===== config.mk =====
export PLATFORM = sky130hd
export DESIGN_NAME = mod_vec_add_sub_flat
export DESIGN_NICKNAME = d
export VERILOG_FILES = /design/src/rtl/mod_vec_add_sub_pkg.sv /design/src/rtl/mod_vec_add_sub_if.sv /design/src/rtl/mod_vec_add_sub_lane.sv /design/src/rtl/mod_vec_add_sub.sv /design/src/flat_wrapper.sv
export SDC_FILE = /design/constraint.sdc
export NUM_CORES = 1
export LEC_CHECK = 0
export ABC_AREA = 1
export BUFFER_PORTS_ARGS = -buffer_cell sky130_fd_sc_hd__buf_2
export CAP_MARGIN = 5
export CORE_MARGIN = 2
export CORE_UTILIZATION = 26
export CTS_CLUSTER_SIZE = 28
export DETAILED_ROUTE_END_ITERATION = 6
export PLACE_DENSITY_LB_ADDON = 0.1
export SLEW_MARGIN = 0
export SYNTH_ARGS = -nofsm -noshare
export SYNTH_HDL_FRONTEND = slang
export SYNTH_HIERARCHICAL = 1
export SYNTH_SLANG_ARGS = --single-unit
export TNS_END_PERCENT = 100

===== constraint.sdc =====
create_clock -name clk -period 3.4 [get_ports clk]
set_clock_uncertainty 0.1 [all_clocks]
set_input_delay 0.17 -clock clk [delete_from_list [all_inputs] [get_ports clk]]
set_output_delay 0.17 -clock clk [all_outputs]
set_load 0.01 [all_outputs]

===== src/rtl/mod_vec_add_sub_pkg.sv =====
`default_nettype none
// ============================================================================
//  Module   : poly_arith_pkg
//  Purpose  : Shared constants and types for polynomial coefficient
//             arithmetic. Defaults target ML-KEM (Q = 3329, 12-bit coeffs).
//  Contents : Q, W          - default modulus and coefficient width
//             coeff_t       - coefficient type for the default width
//             mode_e        - per-lane operation select
//  Revision : 1.0 - initial release
// ============================================================================
package poly_arith_pkg;

    localparam int Q = 3329;
    localparam int W = 12;

    typedef logic [W-1:0] coeff_t;

    typedef enum logic [1:0] {
        MODE_ADD  = 2'b00,
        MODE_SUB  = 2'b01,
        MODE_NEG  = 2'b10,
        MODE_HALF = 2'b11
    } mode_e;

endpackage
`default_nettype wire


===== src/rtl/mod_vec_add_sub_if.sv =====
`default_nettype none
// ============================================================================
//  Module   : mod_vec_add_sub_if
//  Purpose  : Input/output valid-ready bus of the modular vector add/sub unit.
//  Signals  : in_valid_i/in_ready_o   - input beat handshake
//             op1_i, op2_i            - operands, lane k at [k*W +: W]
//             mode_i                  - per-lane op, lane k at [2k +: 2]
//             tag_i / tag_o           - sideband tag in / out
//             out_valid_o/out_ready_i - output beat handshake
//             result_o, range_err_o   - per-lane result and range flag
//  Modports : master - beat producer / result consumer
//             slave  - the arithmetic unit
//  Revision : 1.0 - initial release
// ============================================================================
interface mod_vec_add_sub_if #(
    parameter int W     = 12,
    parameter int LANES = 4,
    parameter int TAG_W = 4
) ();
    logic                 in_valid_i;
    logic                 in_ready_o;
    logic [LANES*W-1:0]   op1_i;
    logic [LANES*W-1:0]   op2_i;
    logic [LANES*2-1:0]   mode_i;
    logic [TAG_W-1:0]     tag_i;
    logic                 out_valid_o;
    logic                 out_ready_i;
    logic [LANES*W-1:0]   result_o;
    logic [TAG_W-1:0]     tag_o;
    logic [LANES-1:0]     range_err_o;

    modport master (
        output in_valid_i, op1_i, op2_i, mode_i, tag_i, out_ready_i,
        input  in_ready_o, out_valid_o, result_o, tag_o, range_err_o
    );

    modport slave (
        input  in_valid_i, op1_i, op2_i, mode_i, tag_i, out_ready_i,
        output in_ready_o, out_valid_o, result_o, tag_o, range_err_o
    );
endinterface
`default_nettype wire


===== src/rtl/mod_vec_add_sub_lane.sv =====
`default_nettype none
// ============================================================================
//  Module   : mod_lane_core
//  Purpose  : One lane of the modular add/sub pipeline. Stage 1 prepares the
//             operands (B' = Q-B for SUB/NEG, A = 0 for NEG, range check);
//             stage 2 adds, reduces once and optionally halves mod Q.
//  Ports    : clk, rst (async, active-low)
//             en1 / en2   - load enables for stage 1 / stage 2 registers
//             op1, op2    - raw operands, mode - lane operation
//             result      - registered stage-2 result
//             range_err   - registered range flag for the same beat
//  Revision : 1.0 - initial release
// ============================================================================
module mod_lane_core #(
    parameter int Q = poly_arith_pkg::Q,
    parameter int W = poly_arith_pkg::W
) (
    input  logic         clk,
    input  logic         rst,
    input  logic         en1,
    input  logic         en2,
    input  logic [W-1:0] op1,
    input  logic [W-1:0] op2,
    input  logic [1:0]   mode,
    output logic [W-1:0] result,
    output logic         range_err
);
    import poly_arith_pkg::*;

    localparam logic [W:0] C_Q = Q[W:0];

    // ---------------- stage 1: operand preparation ----------------
    mode_e        w_mode;
    logic         w_err;
    logic [W-1:0] w_a_prep;
    logic [W:0]   w_b_prep;

    always_comb begin
        w_mode   = mode_e'(mode);
        w_err    = ({1'b0, op1} >= C_Q) || ({1'b0, op2} >= C_Q);
        w_a_prep = (w_mode == MODE_NEG) ? '0 : op1;
        // B' reaches Q when B = 0, hence the extra bit.
        if ((w_mode == MODE_SUB) || (w_mode == MODE_NEG)) begin
            w_b_prep = C_Q - {1'b0, op2};
        end else begin
            w_b_prep = {1'b0, op2};
        end
    end

    logic [W-1:0] r_a;
    logic [W:0]   r_b;
    logic         r_half;
    logic         r_err1;

    always_ff @(posedge clk or negedge rst) begin
        if (!rst) begin
            r_a    <= '0;
            r_b    <= '0;
            r_half <= 1'b0;
            r_err1 <= 1'b0;
        end else if (en1) begin
            r_a    <= w_a_prep;
            r_b    <= w_b_prep;
            r_half <= (w_mode == MODE_HALF);
            r_err1 <= w_err;
        end
    end

    // ---------------- stage 2: reduce and halve ----------------
    logic [W:0]   w_sum;
    logic [W:0]   w_red;
    logic [W:0]   w_half_sum;
    logic [W-1:0] w_res;

    always_comb begin
        // Sum of in-range operands is at most 2Q-1, so one subtraction reduces.
        w_sum = {1'b0, r_a} + r_b;
        w_red = (w_sum >= C_Q) ? (w_sum - C_Q) : w_sum;
        // Multiplying by 2^-1 mod Q: make the value even by adding Q when odd,
        // then shift. The sum stays below 2Q so it fits in W+1 bits.
        w_half_sum = w_red + (w_red[0] ? C_Q : '0);
        if (r_half) begin
            w_res = W'(w_half_sum >> 1);
        end else begin
            w_res = W'(w_red);
        end
        if (r_err1) begin
            w_res = '0;
        end
    end

    logic [W-1:0] r_result;
    logic         r_err2;

    always_ff @(posedge clk or negedge rst) begin
        if (!rst) begin
            r_result <= '0;
            r_err2   <= 1'b0;
        end else if (en2) begin
            r_result <= w_res;
            r_err2   <= r_err1;
        end
    end

    assign result    = r_result;
    assign range_err = r_err2;

endmodule
`default_nettype wire


===== src/rtl/mod_vec_add_sub.sv =====
`default_nettype none
// ============================================================================
//  Module   : mod_vec_add_sub
//  Purpose  : Multi-lane modular adder/subtractor (ADD, SUB, NEG, HALF) with a
//             two-stage elastic valid/ready pipeline and a sideband tag.
//  Ports    : clk  - rising-edge clock
//             rst  - asynchronous reset, active-low
//             bus  - mod_vec_add_sub_if.slave (operands, modes, tag,
//                    results, range flags and both handshakes)
//  Revision : 1.0 - initial release
// ============================================================================
module mod_vec_add_sub #(
    parameter int Q     = poly_arith_pkg::Q,
    parameter int W     = poly_arith_pkg::W,
    parameter int LANES = 4,
    parameter int TAG_W = 4
) (
    input  logic                   clk,
    input  logic                   rst,
    mod_vec_add_sub_if.slave       bus
);
    import poly_arith_pkg::*;

    // ---------------- elaboration-time parameter checks ----------------
    if ((Q % 2) == 0) begin : g_chk_q_odd
        $error("mod_vec_add_sub: Q must be odd");
    end
    if ((Q <= 2) || (Q >= (1 << W))) begin : g_chk_q_range
        $error("mod_vec_add_sub: Q must satisfy 2 < Q < 2**W");
    end
    if ((LANES < 1) || (LANES > 16)) begin : g_chk_lanes
        $error("mod_vec_add_sub: LANES must be in 1..16");
    end
    if (TAG_W < 1) begin : g_chk_tag
        $error("mod_vec_add_sub: TAG_W must be at least 1");
    end

    // ---------------- valid/ready chain ----------------
    logic             r_s1_valid;
    logic             r_s2_valid;
    logic [TAG_W-1:0] r_s1_tag;
    logic [TAG_W-1:0] r_s2_tag;
    logic             w_adv1;
    logic             w_adv2;
    logic             w_load1;
    logic             w_load2;

    // Ready depends only on pipeline occupancy and downstream ready, never on
    // in_valid_i, so no combinational loop forms through an upstream source.
    assign w_adv2  = !r_s2_valid || bus.out_ready_i;
    assign w_adv1  = !r_s1_valid || w_adv2;
    // Data registers load only when a real beat moves in, so stalled or idle
    // stages keep their contents.
    assign w_load1 = w_adv1 && bus.in_valid_i;
    assign w_load2 = w_adv2 && r_s1_valid;

    always_ff @(posedge clk or negedge rst) begin
        if (!rst) begin
            r_s1_valid <= 1'b0;
            r_s2_valid <= 1'b0;
            r_s1_tag   <= '0;
            r_s2_tag   <= '0;
        end else begin
            if (w_adv1) begin
                r_s1_valid <= bus.in_valid_i;
            end
            if (w_load1) begin
                r_s1_tag <= bus.tag_i;
            end
            if (w_adv2) begin
                r_s2_valid <= r_s1_valid;
            end
            if (w_load2) begin
                r_s2_tag <= r_s1_tag;
            end
        end
    end

    // ---------------- lanes ----------------
    logic [LANES*W-1:0] w_result;
    logic [LANES-1:0]   w_range_err;

    for (genvar k = 0; k < LANES; k++) begin : g_lane
        mod_lane_core #(
            .Q (Q),
            .W (W)
        ) u_lane (
            .clk       (clk),
            .rst       (rst),
            .en1       (w_load1),
            .en2       (w_load2),
            .op1       (bus.op1_i[k*W +: W]),
            .op2       (bus.op2_i[k*W +: W]),
            .mode      (bus.mode_i[k*2 +: 2]),
            .result    (w_result[k*W +: W]),
            .range_err (w_range_err[k])
        );
    end

    assign bus.in_ready_o  = w_adv1;
    assign bus.out_valid_o = r_s2_valid;
    assign bus.tag_o       = r_s2_tag;
    assign bus.result_o    = w_result;
    assign bus.range_err_o = w_range_err;

endmodule
`default_nettype wire


===== src/flat_wrapper.sv =====
// flat-port wrapper written by rule: the top's interface ports become plain ports
module mod_vec_add_sub_flat import poly_arith_pkg::*;
#(
    parameter int Q     = poly_arith_pkg::Q,
    parameter int W     = poly_arith_pkg::W,
    parameter int LANES = 4,
    parameter int TAG_W = 4
)
  (clk, rst, bus_in_valid_i, bus_op1_i, bus_op2_i, bus_mode_i, bus_tag_i, bus_out_ready_i, bus_in_ready_o, bus_out_valid_o, bus_result_o, bus_tag_o, bus_range_err_o);
  mod_vec_add_sub_if #(.W(W), .LANES(LANES), .TAG_W(TAG_W)) bus_i ();
  input  logic clk;
  input  logic rst;
  input wire logic [$bits(bus_i.in_valid_i)-1:0] bus_in_valid_i;
  input wire logic [$bits(bus_i.op1_i)-1:0] bus_op1_i;
  input wire logic [$bits(bus_i.op2_i)-1:0] bus_op2_i;
  input wire logic [$bits(bus_i.mode_i)-1:0] bus_mode_i;
  input wire logic [$bits(bus_i.tag_i)-1:0] bus_tag_i;
  input wire logic [$bits(bus_i.out_ready_i)-1:0] bus_out_ready_i;
  output wire logic [$bits(bus_i.in_ready_o)-1:0] bus_in_ready_o;
  output wire logic [$bits(bus_i.out_valid_o)-1:0] bus_out_valid_o;
  output wire logic [$bits(bus_i.result_o)-1:0] bus_result_o;
  output wire logic [$bits(bus_i.tag_o)-1:0] bus_tag_o;
  output wire logic [$bits(bus_i.range_err_o)-1:0] bus_range_err_o;
  assign bus_i.in_valid_i = bus_in_valid_i;
  assign bus_i.op1_i = bus_op1_i;
  assign bus_i.op2_i = bus_op2_i;
  assign bus_i.mode_i = bus_mode_i;
  assign bus_i.tag_i = bus_tag_i;
  assign bus_i.out_ready_i = bus_out_ready_i;
  assign bus_in_ready_o = bus_i.in_ready_o;
  assign bus_out_valid_o = bus_i.out_valid_o;
  assign bus_result_o = bus_i.result_o;
  assign bus_tag_o = bus_i.tag_o;
  assign bus_range_err_o = bus_i.range_err_o;
  mod_vec_add_sub #(.Q(Q), .W(W), .LANES(LANES), .TAG_W(TAG_W)) u_core (.clk(clk), .rst(rst), .bus(bus_i));
endmodule

==> metrics.md, run 1 <==
| Metric | Value |
|---|---|
| Sink Count | 170 |
| Failing checks | setup timing |
| RSZ-0062 raised after global routing | yes |
| Post-synthesis cell area | roughly 15000 um^2 |
| Port Buffer Count | between 150 and 200 |
| Worst EP arrival | 3.71 ns |
| Leakage | roughly 0.011 uW |
| Critical path class | reg2reg |
| Slew @ Worst Pin | just under 0.9 ns |
| Worst Setup End Kind | flop |
| Antenna violations before repair | 0 |
| Die height | about 240 um |
| Hpwl dp | roughly 37000 um |
| Clock transition at path regs | 0.07 ns |
| R2R Path Start | u_core/g_lane[1].u_lane/r_b[0] |
| Hold Path End | u_core/g_lane[3].u_lane/r_b[10] |
| WHS | about 0.053 ns |
| Pwr/cell area | about 800 nW/um^2 |
| Starting density of the core | about a quarter |
| Vias in the first global route | between 15k and 20k |
| Mean routed wirelength per cell | 13.7 um |
| Max-slew violations | 0 |
| Fmax achieved | 291 MHz |
| IO Count | 170 |
| TritonCTS clock tree | yes |
| Worst Reg-to-Reg Cells | 24 |
| Clock buffer depth | 2 |
| Final period util | 101% |
| Flops & latches, synth | 170 |
| Multi-input logic area | between 10000 and 15000 um^2 |
| Overflow after GRT | 0 |
| Met3 usage | approximately 3.2% |
| Worst hold start | bus_op2_i[44] |
| Rows | 88 |
| Syn Nets | between 2k and 2.5k |
| Crit-path max FO | 4 |
| Post-Syn Area per Cell | about 6.6 um^2 |
| Hold Crit Depth | 5 |
| Hold/Removal Path Class | in2reg |
| Synth unique cells | 34 |
| Fraction of layout cells with a size suffix above 1 | between 20% and 30% |
| CTS buffer count | 17 |
| DIE AREA | 59900 um^2 |
| Warnings, synthesis | 6 |
| Reg2reg end | u_core/g_lane[1].u_lane/result[10] |
| Vias per inst | 4.40 |
| DRT iter0 DRCs | roughly 600 |
| Fillers | between 6k and 7k |
| M1 GR Usage | about a fifth |
| Crit path time final | roughly 3.4 ns |
| Critical Path RT | 3.68 ns |
| VDD IR-drop max | between 400 and 500 uV |
| Antenna diode count | 0 |
| Htree depth | 4 |
| Routed Antenna Nets | 0 |
| DRC | 0 |
| Place WS | -0.0944 ns |
| GRT Overall Usage | 16.0% |
| CTS root buf | clkbuf_16 |
| Overall Power | ~16000 uW |
| Largest net degree at the start of global routing | 64 |
| First-pass DRT Iterations | 5 |
| Most Crowded Layer GR | met2 |
| Crit path launch type | flop |
| Via count | roughly 15k |
| Max Cap Viol | 0 |
| Setup violations, final | 3 |
| Rel. slew slack | 39.5% |
| Clock latency on the worst-skew pair | around 0.49 ns |
| Final wirelength | 47600 um |
| Status | finished, violations left |
| Core area | between 50000 and 60000 um^2 |
| Horiz. Die Dim | around 240 um |
| Cells after Synth | about 2.3k |
| Gpl congestion | ~0.85 |
| Seq. cell area | about 4300 um^2 |
| Met2 track demand over resource | 27.8% |
| Register area share after synthesis | between 20% and 30% |
| Global-route wire length before repair | 76800 um |
| Setup slack, reg-to-reg | -0.03 ns |
| Hold Fails Final Rpt | 0 |
| Final WS setup | -0.0308 ns |
| Fin nets | slightly below 3k |
| Area grow syn2layout | 36.9% |
## repair_timing
action,4_1_cts,5_1_grt
buffers inserted,13,33
hold endpoints to repair,276,0
pin swaps,13,149
hold buffers,122,0
resized for setup,14,223
gates cloned,0,0
endpoints found under the setup margin,6,38
## per-layer routing
metal | wire [um] | part of all wire [%] | up-vias
li1 | - | - | 8064
met1 | 21800 | 46 | 7045
met2 | 23400 | 49 | 184
met3 | 1480 | 3.1 | 49
met4 | 995 | 2.1 | 0
met5 | 0 | 0 | -
## synthesized netlist by cell type (all sizes together)
cell type / count / share of area, %
and3: 4 / 0.17
o211ai: 4 / 0.20
ha: 76 / 6.3
nand4: 44 / 1.8
xor2: 68 / 3.9
a211oi: 4 / 0.20
inv: 339 / 8.4
clkinv: 8 / 0.20
o21ai: 136 / 4.5
o22ai: 4 / 0.17
a21oi: 76 / 2.6
a31oi: 8 / 0.33
clkbuf: 36 / 0.90
fa: 4 / 0.53
xnor2: 12 / 0.70
or2: 4 / 0.17
nor3: 28 / 0.93
nor2: 176 / 5.9
dfrtp: 170 / 28
nand3: 209 / 7.8
nand3b: 8 / 0.40
a2111oi: 4 / 0.23
nand2: 849 / 24
buf: 12 / 0.90
## through the flow
| step | cell area [um^2] | setup TNS (ns) | std cells | utilization, % |
|---|---|---|---|---|
| 6_report | 20600 | -0.0583 | 3488 | 35.9 |
| 5_1_grt | 20600 | -2.44 | 3488 | 35.9 |
| 4_1_cts | 19600 | -0.00447 | 3455 | 34.0 |
| 3_5_place_dp | 17600 | -0.237 | 3289 | 30.6 |
| 3_3_place_gp | 17600 | -0.0630 | 3289 | 30.6 |
| 2_1_floorplan | 15100 | 0 | 2283 | - |
## worst max-delay path, stage by stage (launching register included)
cell and delay, ns:
dfrtp_1 0.40, ha_2 0.21, fa_2 0.46, inv_2 0.09
nand2_2 0.06, a21oi_4 0.13, nand3_2 0.10, nor2_4 0.14
nand3_2 0.08, nor2_2 0.12, nand2_2 0.07, nand2_4 0.08
nand2_4 0.07, nand2_2 0.07, xor2_2 0.18, inv_2 0.07
ha_4 0.27, buf_6 0.10, nand2_1 0.05, nor2_1 0.09
nand2_1 0.08, nand3_1 0.09, nand3_1 0.07, nand2_1 0.09
nand2_1 0.05
## area by class of cell
type	count	share of cell area, %
timing repair buffer	457	16.5
multi-input combinational	1718	49.2
clock inverter	11	0.582
inverter	347	6.34
clock buffer	20	2.16
tap	765	4.64
sequential	170	20.6
## flip-flops by register name (all words and copies together) (netlist names)
| name | cells |
|---|---|
| u_core/g_lane.u_lane/result | 48 |
| u_core/g_lane.u_lane/r_half | 4 |
| u_core/r_s1_valid | 1 |
| u_core/g_lane.u_lane/r_a | 48 |
| u_core/g_lane.u_lane/r_err1 | 4 |
| u_core/r_s1_tag | 4 |
| u_core/bus.out_valid_o | 1 |
| u_core/g_lane.u_lane/range_err | 4 |
| u_core/g_lane.u_lane/r_b | 52 |
| u_core/bus.tag_o | 4 |
## power by group
part	switching (uW)	leakage (uW)	internal, uW
Combinational	6750	0.00840	4830
Clock	897	0.000272	1090
Sequential	348	0.00213	2530
## logic make-up after synthesis
logic type	Yosys count	synth area share, %
compound gates	236	8.26
xor+xnor	80	4.65
fa+ha+maj	80	6.84
buf+inv	395	10.4
flops	170	28.2
simple gates	1322	41.6
## cell usage in the layout, fill, tap and decap left out, types with 5 or more instances in the layout
| master | synthesis | final |
|---|---|---|
| nor3_1 | 28 | 28 |
| nand2_1 | 718 | 648 |
| buf_6 | 4 | 9 |
| nand4_1 | 44 | 44 |
| nand2_4 | 33 | 64 |
| nor2_2 | 32 | 35 |
| nor2_1 | 124 | 109 |
| clkinv_1 | 8 | 5 |
| inv_2 | 25 | 45 |
| buf_8 | 4 | 5 |
| dlygate4sd3_1 | 0 | 122 |
| clkbuf_16 | 0 | 17 |
| a31oi_1 | 8 | 8 |
| nand3_1 | 184 | 161 |
| a21oi_1 | 72 | 64 |
| ha_2 | 0 | 10 |
| nand2_2 | 98 | 136 |
| buf_2 | 0 | 168 |
| o21ai_0 | 136 | 132 |
| nand3b_1 | 8 | 8 |
| buf_4 | 4 | 151 |
| inv_1 | 314 | 295 |
| xor2_1 | 68 | 61 |
| ha_1 | 76 | 54 |
| xor2_2 | 0 | 7 |
| xnor2_1 | 12 | 12 |
| a21oi_2 | 4 | 9 |
| dfrtp_1 | 170 | 170 |
| nor2_4 | 20 | 32 |
| ha_4 | 0 | 12 |
| nand3_2 | 24 | 44 |
## how the worst max path moves through the flow
stage                                   start                            endpoint  slack, ns  depth (start not counted)
5_1_grt        u_core/g_lane[1].u_lane/r_b[0]  u_core/g_lane[1].u_lane/result[11]      -0.28                         24
2_1_floorplan  u_core/g_lane[0].u_lane/r_a[0]  u_core/g_lane[0].u_lane/result[11]      0.008                         27
3_3_place_gp   u_core/g_lane[0].u_lane/r_b[8]  u_core/g_lane[0].u_lane/result[11]      -0.04                         25
4_1_cts        u_core/g_lane[1].u_lane/r_b[0]  u_core/g_lane[1].u_lane/result[10]     -0.002                         26
6_report       u_core/g_lane[1].u_lane/r_b[0]  u_core/g_lane[1].u_lane/result[10]      -0.03                         24
3_5_place_dp   u_core/g_lane[1].u_lane/r_b[0]  u_core/g_lane[1].u_lane/result[10]      -0.09                         24
No activity file was read; power rests on OpenSTA's default activity.
==> inputs of run 2 (changes only) <==
--- a/config.mk
+++ b/config.mk
@@ -9,7 +9,7 @@
 export BUFFER_PORTS_ARGS = -buffer_cell sky130_fd_sc_hd__buf_2
 export CAP_MARGIN = 5
 export CORE_MARGIN = 2
-export CORE_UTILIZATION = 26
+export CORE_UTILIZATION = 55
 export CTS_CLUSTER_SIZE = 28
 export DETAILED_ROUTE_END_ITERATION = 6
 export PLACE_DENSITY_LB_ADDON = 0.1
==> run 2 against run 1 <==
Setup slack got worse by 0.15 ns; the flow still finishes with violations (setup timing); global-route usage increased by 12 points; highest routed layer unchanged; clock power increased by 5%; final area is 5.9% lower; largest power group unchanged; sequential share of layout area grew 1.3 points; register-to-register slack got worse by 0.15 ns; largest cell class unchanged; combinational power decreased by 5%; via count increased by 1.2%; critical path depth fell by 1; die area is 52% lower; core utilization up 36 points; routed wire length shrank 12%.
==> metrics.md, run 2 (synthesized netlist as in run 1, its figures left out) <==
| Metric | Value |
|---|---|
| Final instance area | between 15000 and 20000 um^2 |
| VDD IR-drop max | 516 uV |
| Worst EP arrival | 3.80 ns |
| DRC | 0 |
| IO Count | 170 |
| Final period util | 105% |
| Die height | approximately 170 um |
| Leakage | roughly 0.010 uW |
| Overflow after GRT | 0 |
| Setup slack, reg-to-reg | -0.19 ns |
| Vias in the first global route | approximately 15k |
| Critical path class | reg2reg |
| Placed cells | 2800 |
| Clock latency on the worst-skew pair | ~0.44 ns |
| Core area | approximately 27000 um^2 |
| Port Buffer Count | around 170 |
| Antenna diode count | 0 |
| Fraction of layout cells with a size suffix above 1 | between 20% and 30% |
| Hold/Removal Path Class | in2reg |
| Worst Setup End Kind | flop |
| CTS root buf | clkbuf_16 |
| Most frequent cells in the layout | nand2_1, inv_1, dfrtp_1, nand3_1, buf_2 |
| Rel. slew slack | between 40% and 50% |
| RSZ-0062 raised after global routing | yes |
| Crit-path max FO | 5 |
| TritonCTS clock tree | yes |
| Gpl congestion | about 0.9 |
| Via count | about 16k |
| Fin nets | between 2k and 3k |
| Max-slew violations | 0 |
| Power Internal | roughly 8100 uW |
| DRT iter0 DRCs | 979 |
| Pwr/cell area | slightly above 800 nW/um^2 |
| Part of the power in registers | approximately 18% |
| Dpl cell area | between 15000 and 20000 um^2 |
| Horiz. Die Dim | about 170 um |
| Fmax achieved | 279 MHz |
| Status | finished, violations left |
| Clock transition at path regs | 0.08 ns |
| Setup violations, final | 5 |
| Rows | 60 |
| Largest net degree at the start of global routing | 83 |
| Final WS setup | -0.186 ns |
| Hpwl dp | 29800 um |
| Mean routed wirelength per cell | 14.1 um |
| Fillers | roughly 2.2k |
| Switching pwr | ~8000 uW |
| Commonest non-fill, non-tap cell in the layout | nand2_1 |
| Antenna violations before repair | 0 |
| Post-layout instance count excluding filler cells | 2978 |
| Clock network fraction of total power | between 10% and 20% |
| GRT Overall Usage | about 28% |
| CTS buffer count | 17 |
| Clock buffer depth | 2 |
| Htree depth | 4 |
| Slew @ Worst Pin | 0.814 ns |
| Comb power frac | roughly 69% |
| Routed Antenna Nets | 0 |
| Vias per inst | about 5.2 |
| Final core utilization | between 70% and 80% |
| Crit path launch type | flop |
| Sw frac | between 40% and 50% |
| Sink Count | 170 |
| Critical Path RT | around 3.6 ns |
| Final wirelength | roughly 42000 um |
| Largest register FFs | 52 |
| First-pass DRT Iterations | 6 |
| Area grow syn2layout | 28.8% |
| Biggest register | u_core/g_lane.u_lane/r_b |
| Hold Fails Final Rpt | 0 |
| Starting density of the core | 56.0% |
| Failing checks | setup timing |
| DIE AREA | about 29000 um^2 |
| Max Cap Viol | 0 |
| Crit path time final | around 3.6 ns |
| Global-route wire length before repair | around 66000 um |
-- run 2: changes by cell type in the layout (fill, tap and decap cells not counted), moves of 4 or more --
| cell | delta |
|---|---|
| nor2_2 | -5 |
| nand3_2 | -6 |
| ha_1 | -10 |
| buf_4 | -57 |
| ha_2 | +4 |
| clkinv_2 | -4 |
| buf_8 | -4 |
| ha_4 | +6 |
| nand2_2 | -15 |
| nor2_1 | +5 |
| dlygate4sd3_1 | -30 |
| nand2_1 | +18 |
| nand3_1 | +8 |
-- run 2: power groups by stage --
stage / sequential, uW / combinational, uW / clock (uW)
floorplan: 2960 / 6570 / 0
global placement: 2900 / 8480 / 0
detailed placement: 2910 / 8670 / 0
CTS: 2880 / 9150 / 2120
global route: 2960 / 12200 / 2200
finish: 2900 / 11000 / 2090
-- run 2: worst max-delay path, cell delays in order, from the launching register on --
cell	delay, ns
dfrtp_1	0.40
ha_2	0.21
fa_2	0.45
inv_2	0.10
nand2_2	0.05
a21oi_2	0.14
nand3_2	0.10
nor2_4	0.15
nand3_2	0.10
nor2_2	0.13
nand2_2	0.08
nand2_4	0.08
nand2_4	0.07
nand2_2	0.08
xor2_2	0.19
inv_1	0.10
ha_4	0.31
nand2_4	0.06
nor2_1	0.16
nand2_2	0.09
nand3_1	0.07
nand3_1	0.08
nand2_1	0.10
nand2_1	0.05
-- run 2: layer usage --
metal	up-vias	track usage, %	routed length, um
li1	7884	-	-
met4	0	9.92	1210
met5	-	0	0
met2	407	49.5	21000
met3	76	3.38	1580
met1	7163	34.6	18100
-- run 2: per-stage QoR --
step	worst slack [ns]	hold WS, ns	TNS (ns)	total power [uW]
after CTS	-0.0193	0.00113	-0.0193	14200
final	-0.186	0.0155	-0.328	16000
after global routing	-0.310	0.0109	-2.96	17300
after detailed placement	-0.0553	0.175	-0.105	11600
after global placement	0.0375	0.166	0	11400
after floorplan	0.00817	-0.226	0	9530
-- run 2: cell type report --
class / instances / area (um^2) / share of cell area, %
clock buffer: 17 / 425 / 2.19
clock inverter: 14 / 186 / 0.960
inverter: 347 / 1310 / 6.73
multi-input combinational: 1718 / 10100 / 52.0
sequential: 170 / 4250 / 21.9
tap: 341 / 427 / 2.20
timing repair buffer: 371 / 2710 / 14.0
-- run 2: final timing paths --
check | start | to | cells past startpoint
setup / recovery | u_core/g_lane[2].u_lane/r_b[0] | u_core/g_lane[2].u_lane/result[11] | 23
hold / removal | bus_op2_i[14] | u_core/g_lane[1].u_lane/r_b[2] | 3
setup reg to reg | u_core/g_lane[2].u_lane/r_b[0] | u_core/g_lane[2].u_lane/result[11] | 23
hold reg to reg | u_core/g_lane[3].u_lane/result[5] | u_core/g_lane[3].u_lane/result[5] | 2
max in group asynchronous | rst | u_core/g_lane[1].u_lane/result[9] | 3
min in group asynchronous | rst | u_core/g_lane[0].u_lane/r_a[5] | 2
-- run 2: what timing repair did --
item,4_1_cts,5_1_grt
pin swaps,8,116
setup endpoints to repair,7,37
hold buffers,91,1
gates resized for setup,9,206
cloned,0,1
setup buffers,11,43
hold endpoints to repair,163,1
==> inputs of run 3 (changes only) <==
--- a/config.mk
+++ b/config.mk
@@ -5,7 +5,7 @@
 export SDC_FILE = /design/constraint.sdc
 export NUM_CORES = 1
 export LEC_CHECK = 0
-export ABC_AREA = 1
+export ABC_AREA = 0
 export BUFFER_PORTS_ARGS = -buffer_cell sky130_fd_sc_hd__buf_2
 export CAP_MARGIN = 5
 export CORE_MARGIN = 2
==> run 3 against run 2 <==
The flow still finishes with violations (setup timing); power grew 27%; count of clock-buffer cells in the layout grew 2; worst hold slack gained 0.0090 ns; combinational power grew 40%; routed wire length grew 28%; core utilization grew 14 points; first-iteration DRC count grew 52%; non-clock buffer count grew 350; largest power group unchanged.
==> metrics.md, run 3 <==
| Metric | Value |
|---|---|
| Antenna violations before repair | 1 |
| Max Cap Viol | 0 |
| Largest register FFs | 52 |
| Most frequent cells in the layout | buf_4, dfrtp_1, buf_2, nor2_1, a21oi_1 |
| Final wirelength | roughly 54000 um |
| Worst Setup End Kind | flop |
| Fin nets | about 2.5k |
| CTS buffer count | 17 |
| Rows | 59 |
| Hold Fails Final Rpt | 0 |
| Comb power frac | between 70% and 80% |
| Hold/Removal Path Class | in2reg |
| Worst EP arrival | 4.66 ns |
| RSZ-0062 raised after global routing | yes |
| Setup tns final | -28.94 ns |
| Status | finished, violations left |
| Rel. slew slack | about 39% |
| Fraction of layout cells with a size suffix above 1 | about two fifths |
| Area leader, netlist | dfrtp_1 |
| Overflow after GRT | 0 |
| Biggest register | u_core/g_lane.u_lane/r_b |
| Failing checks | setup timing |
| Synth unique cells | 75 |
| Flops & latches, synth | between 150 and 200 |
| Clock transition at path regs | ~0.070 ns |
| Register area share after synthesis | 29.3% |
| First-pass DRT Iterations | 6 |
| Die height | 167 um |
| Top FF cell, synth | dfrtp_1 |
| Crit path time final | between 4 and 5 ns |
| Cells after Synth | between 1.5k and 2k |
| Top post-synthesis cells by area | dfrtp_1, ha_1, xnor2_1, a21oi_1, nor2_1 |
| Syn Nets | about 1.9k |
| DRC | 0 |
| CTS root buf | clkbuf_16 |
| TritonCTS clock tree | yes |
| Fillers | 1358 |
| Pwr/cell area | 908 nW/um^2 |
| EDFF count, synth | 0 |
| Final period util | 130% |
| Power Internal | between 10000 and 15000 uW |
| Critical Path RT | approximately 3.6 ns |
| Placed cells | around 2.5k |
| Global-route wire length before repair | between 70000 and 80000 um |
| Gpl congestion | 0.920 |
| VDD IR-drop max | 1010 uV |
| Routed Antenna Nets | 0 |
| Top-count cell post-synth | nor2_1 |
| Fmax achieved | 225 MHz |
| Sink Count | 170 |
| Horiz. Die Dim | around 170 um |
| Port Buffer Count | between 150 and 200 |
| Post-layout instance count excluding filler cells | about 2.7k |
| Setup violations, final | 48 |
| Crit path launch type | flop |
| DRT iter0 DRCs | approximately 1.5k |
| Mean routed wirelength per cell | roughly 20 um |
| DIE AREA | 27700 um^2 |
| Final WS setup | -1.04 ns |
| IO Count | between 150 and 200 |
| Htree depth | 4 |
| Post-synth top area share | a little under 30% |
| Clock latency on the worst-skew pair | about 0.45 ns |
| Vias in the first global route | around 16k |
| Post-Syn Area per Cell | roughly 8.7 um^2 |
| Vias per inst | approximately 6 |
| Sw frac | 43.4% |
| Hpwl dp | approximately 31000 um |
| Asr flop ratio synth | 100% |
| Switching pwr | ~8800 uW |
| Slew @ Worst Pin | about 0.91 ns |
| Critical path class | reg2reg |
| Part of the power in registers | about 14% |
| Area grow syn2layout | 53.8% |
| Warnings, synthesis | 6 |
| Largest net degree at the start of global routing | slightly above 100 |
| Via count | 16.6k |
| Commonest non-fill, non-tap cell in the layout | buf_4 |
| Core area | roughly 26000 um^2 |
| Clock buffer depth | 2 |
| Post-synthesis cell area | ~15000 um^2 |
| Starting density of the core | a little under three fifths |
| GRT Overall Usage | 33.8% |
| Max-slew violations | 0 |
| Leakage | ~0.010 uW |
| Clock network fraction of total power | 9.8% |
| Synth cell count leaders | nor2_1, dfrtp_1, a21oi_1, o21ai_0, inv_1 |
| Crit-path max FO | 4 |
run 3: cell count changes after synthesis, moves of 48 or more:
cell	delta
nand2_1	-634
inv_1	-216
nand3_1	-164
nand2_2	-97
xnor2_1	+84
a21oi_1	+60
nor2_1	+48
xor2_1	-48
run 3: kinds of logic after synthesis:
| logic type | count (synthesis) | share of synthesized area (%) |
|---|---|---|
| AND/OR/NAND/NOR | 558 | 20.5 |
| XOR/XNOR | 128 | 8.51 |
| buffers and inverters | 170 | 4.42 |
| multiplexers | 56 | 4.37 |
| AO/OA/AOI/OAI | 512 | 25.9 |
| adder cells (fa/ha/maj) | 80 | 7.09 |
| flip-flops | 170 | 29.3 |
run 3: final cells by class:
cell class / instances / area (um^2) / share of cell area (%)
multi-input cells: 1334 / 11200 / 50.0
clock buffers: 19 / 433 / 1.94
inverters: 102 / 390 / 1.75
repair buffers: 721 / 5550 / 24.8
flip-flops and latches: 170 / 4250 / 19.0
diodes: 1 / 2.50 / 0.0112
clock inverters: 13 / 133 / 0.593
well taps: 335 / 419 / 1.87
run 3: final timing paths:
check | start | slack [ns] | cells past startpoint | to
max | u_core/g_lane[3].u_lane/r_b[0] | -1.04 | 17 | u_core/g_lane[3].u_lane/result[11]
min | bus_op2_i[14] | 0.02 | 3 | u_core/g_lane[1].u_lane/r_b[2]
max reg2reg | u_core/g_lane[3].u_lane/r_b[0] | -1.04 | 17 | u_core/g_lane[3].u_lane/result[11]
min reg2reg | u_core/g_lane[1].u_lane/result[7] | 0.38 | 1 | u_core/g_lane[1].u_lane/result[7]
max in group asynchronous | rst | 2.14 | 3 | u_core/bus.tag_o[0]
min in group asynchronous | rst | 0.30 | 2 | u_core/g_lane[1].u_lane/r_a[9]
run 3: routing by layer:
metal | routed length (um) | GRT usage [%] | vias up | part of all wire (%)
li1 | - | - | 7487 | -
met1 | 20800 | 41.6 | 7997 | 39
met2 | 26700 | 60.3 | 878 | 50
met3 | 3740 | 5.47 | 230 | 7.0
met4 | 2270 | 10.9 | 0 | 4.2
met5 | 0 | 0 | - | 0
run 3: worst max-delay path, cell delays in order, from the launching register on:
cell       delay [ns]
dfrtp_1          0.41
ha_4             0.18
fa_2             0.57
buf_6            0.10
inv_2            0.04
ha_4             0.15
nand4b_1         0.27
a2111oi_4        0.39
o21ai_2          0.15
a21oi_4          0.22
buf_12           0.14
xnor2_4          0.15
ha_4             0.25
and2_4           0.15
a32o_2           0.25
a31oi_4          0.16
mux2_4           0.31
a221o_1          0.29
run 3: timing repair:
action,CTS,global route
cloned,1,1
endpoints found under the hold margin,184,0
resized for setup,160,110
endpoints found under the setup margin,46,48
pin swaps,98,92
setup buffers,50,41
hold buffers,96,0
run 3: metrics by stage:
step	worst slack [ns]	power, uW	instance area (um^2)	hold WS, ns	util [%]
3_3_place_gp	-0.751	14200	18900	0.202	72.9
3_5_place_dp	-0.946	14600	18900	0.218	72.9
5_1_grt	-1.13	21300	22400	0.0519	86.0
2_1_floorplan	-0.876	10200	15100	-0.226	-
4_1_cts	-0.897	18500	21600	0.0103	83.1
6_report	-1.04	20300	22400	0.0245	86.0
run 3: power groups by stage:
stage	Clock (uW)	Combinational (uW)	Sequential, uW
6_report	1990	15400	2850
5_1_grt	2090	16300	2890
4_1_cts	2010	13700	2810
3_5_place_dp	0	11700	2830
3_3_place_gp	0	11400	2820
2_1_floorplan	0	7370	2870
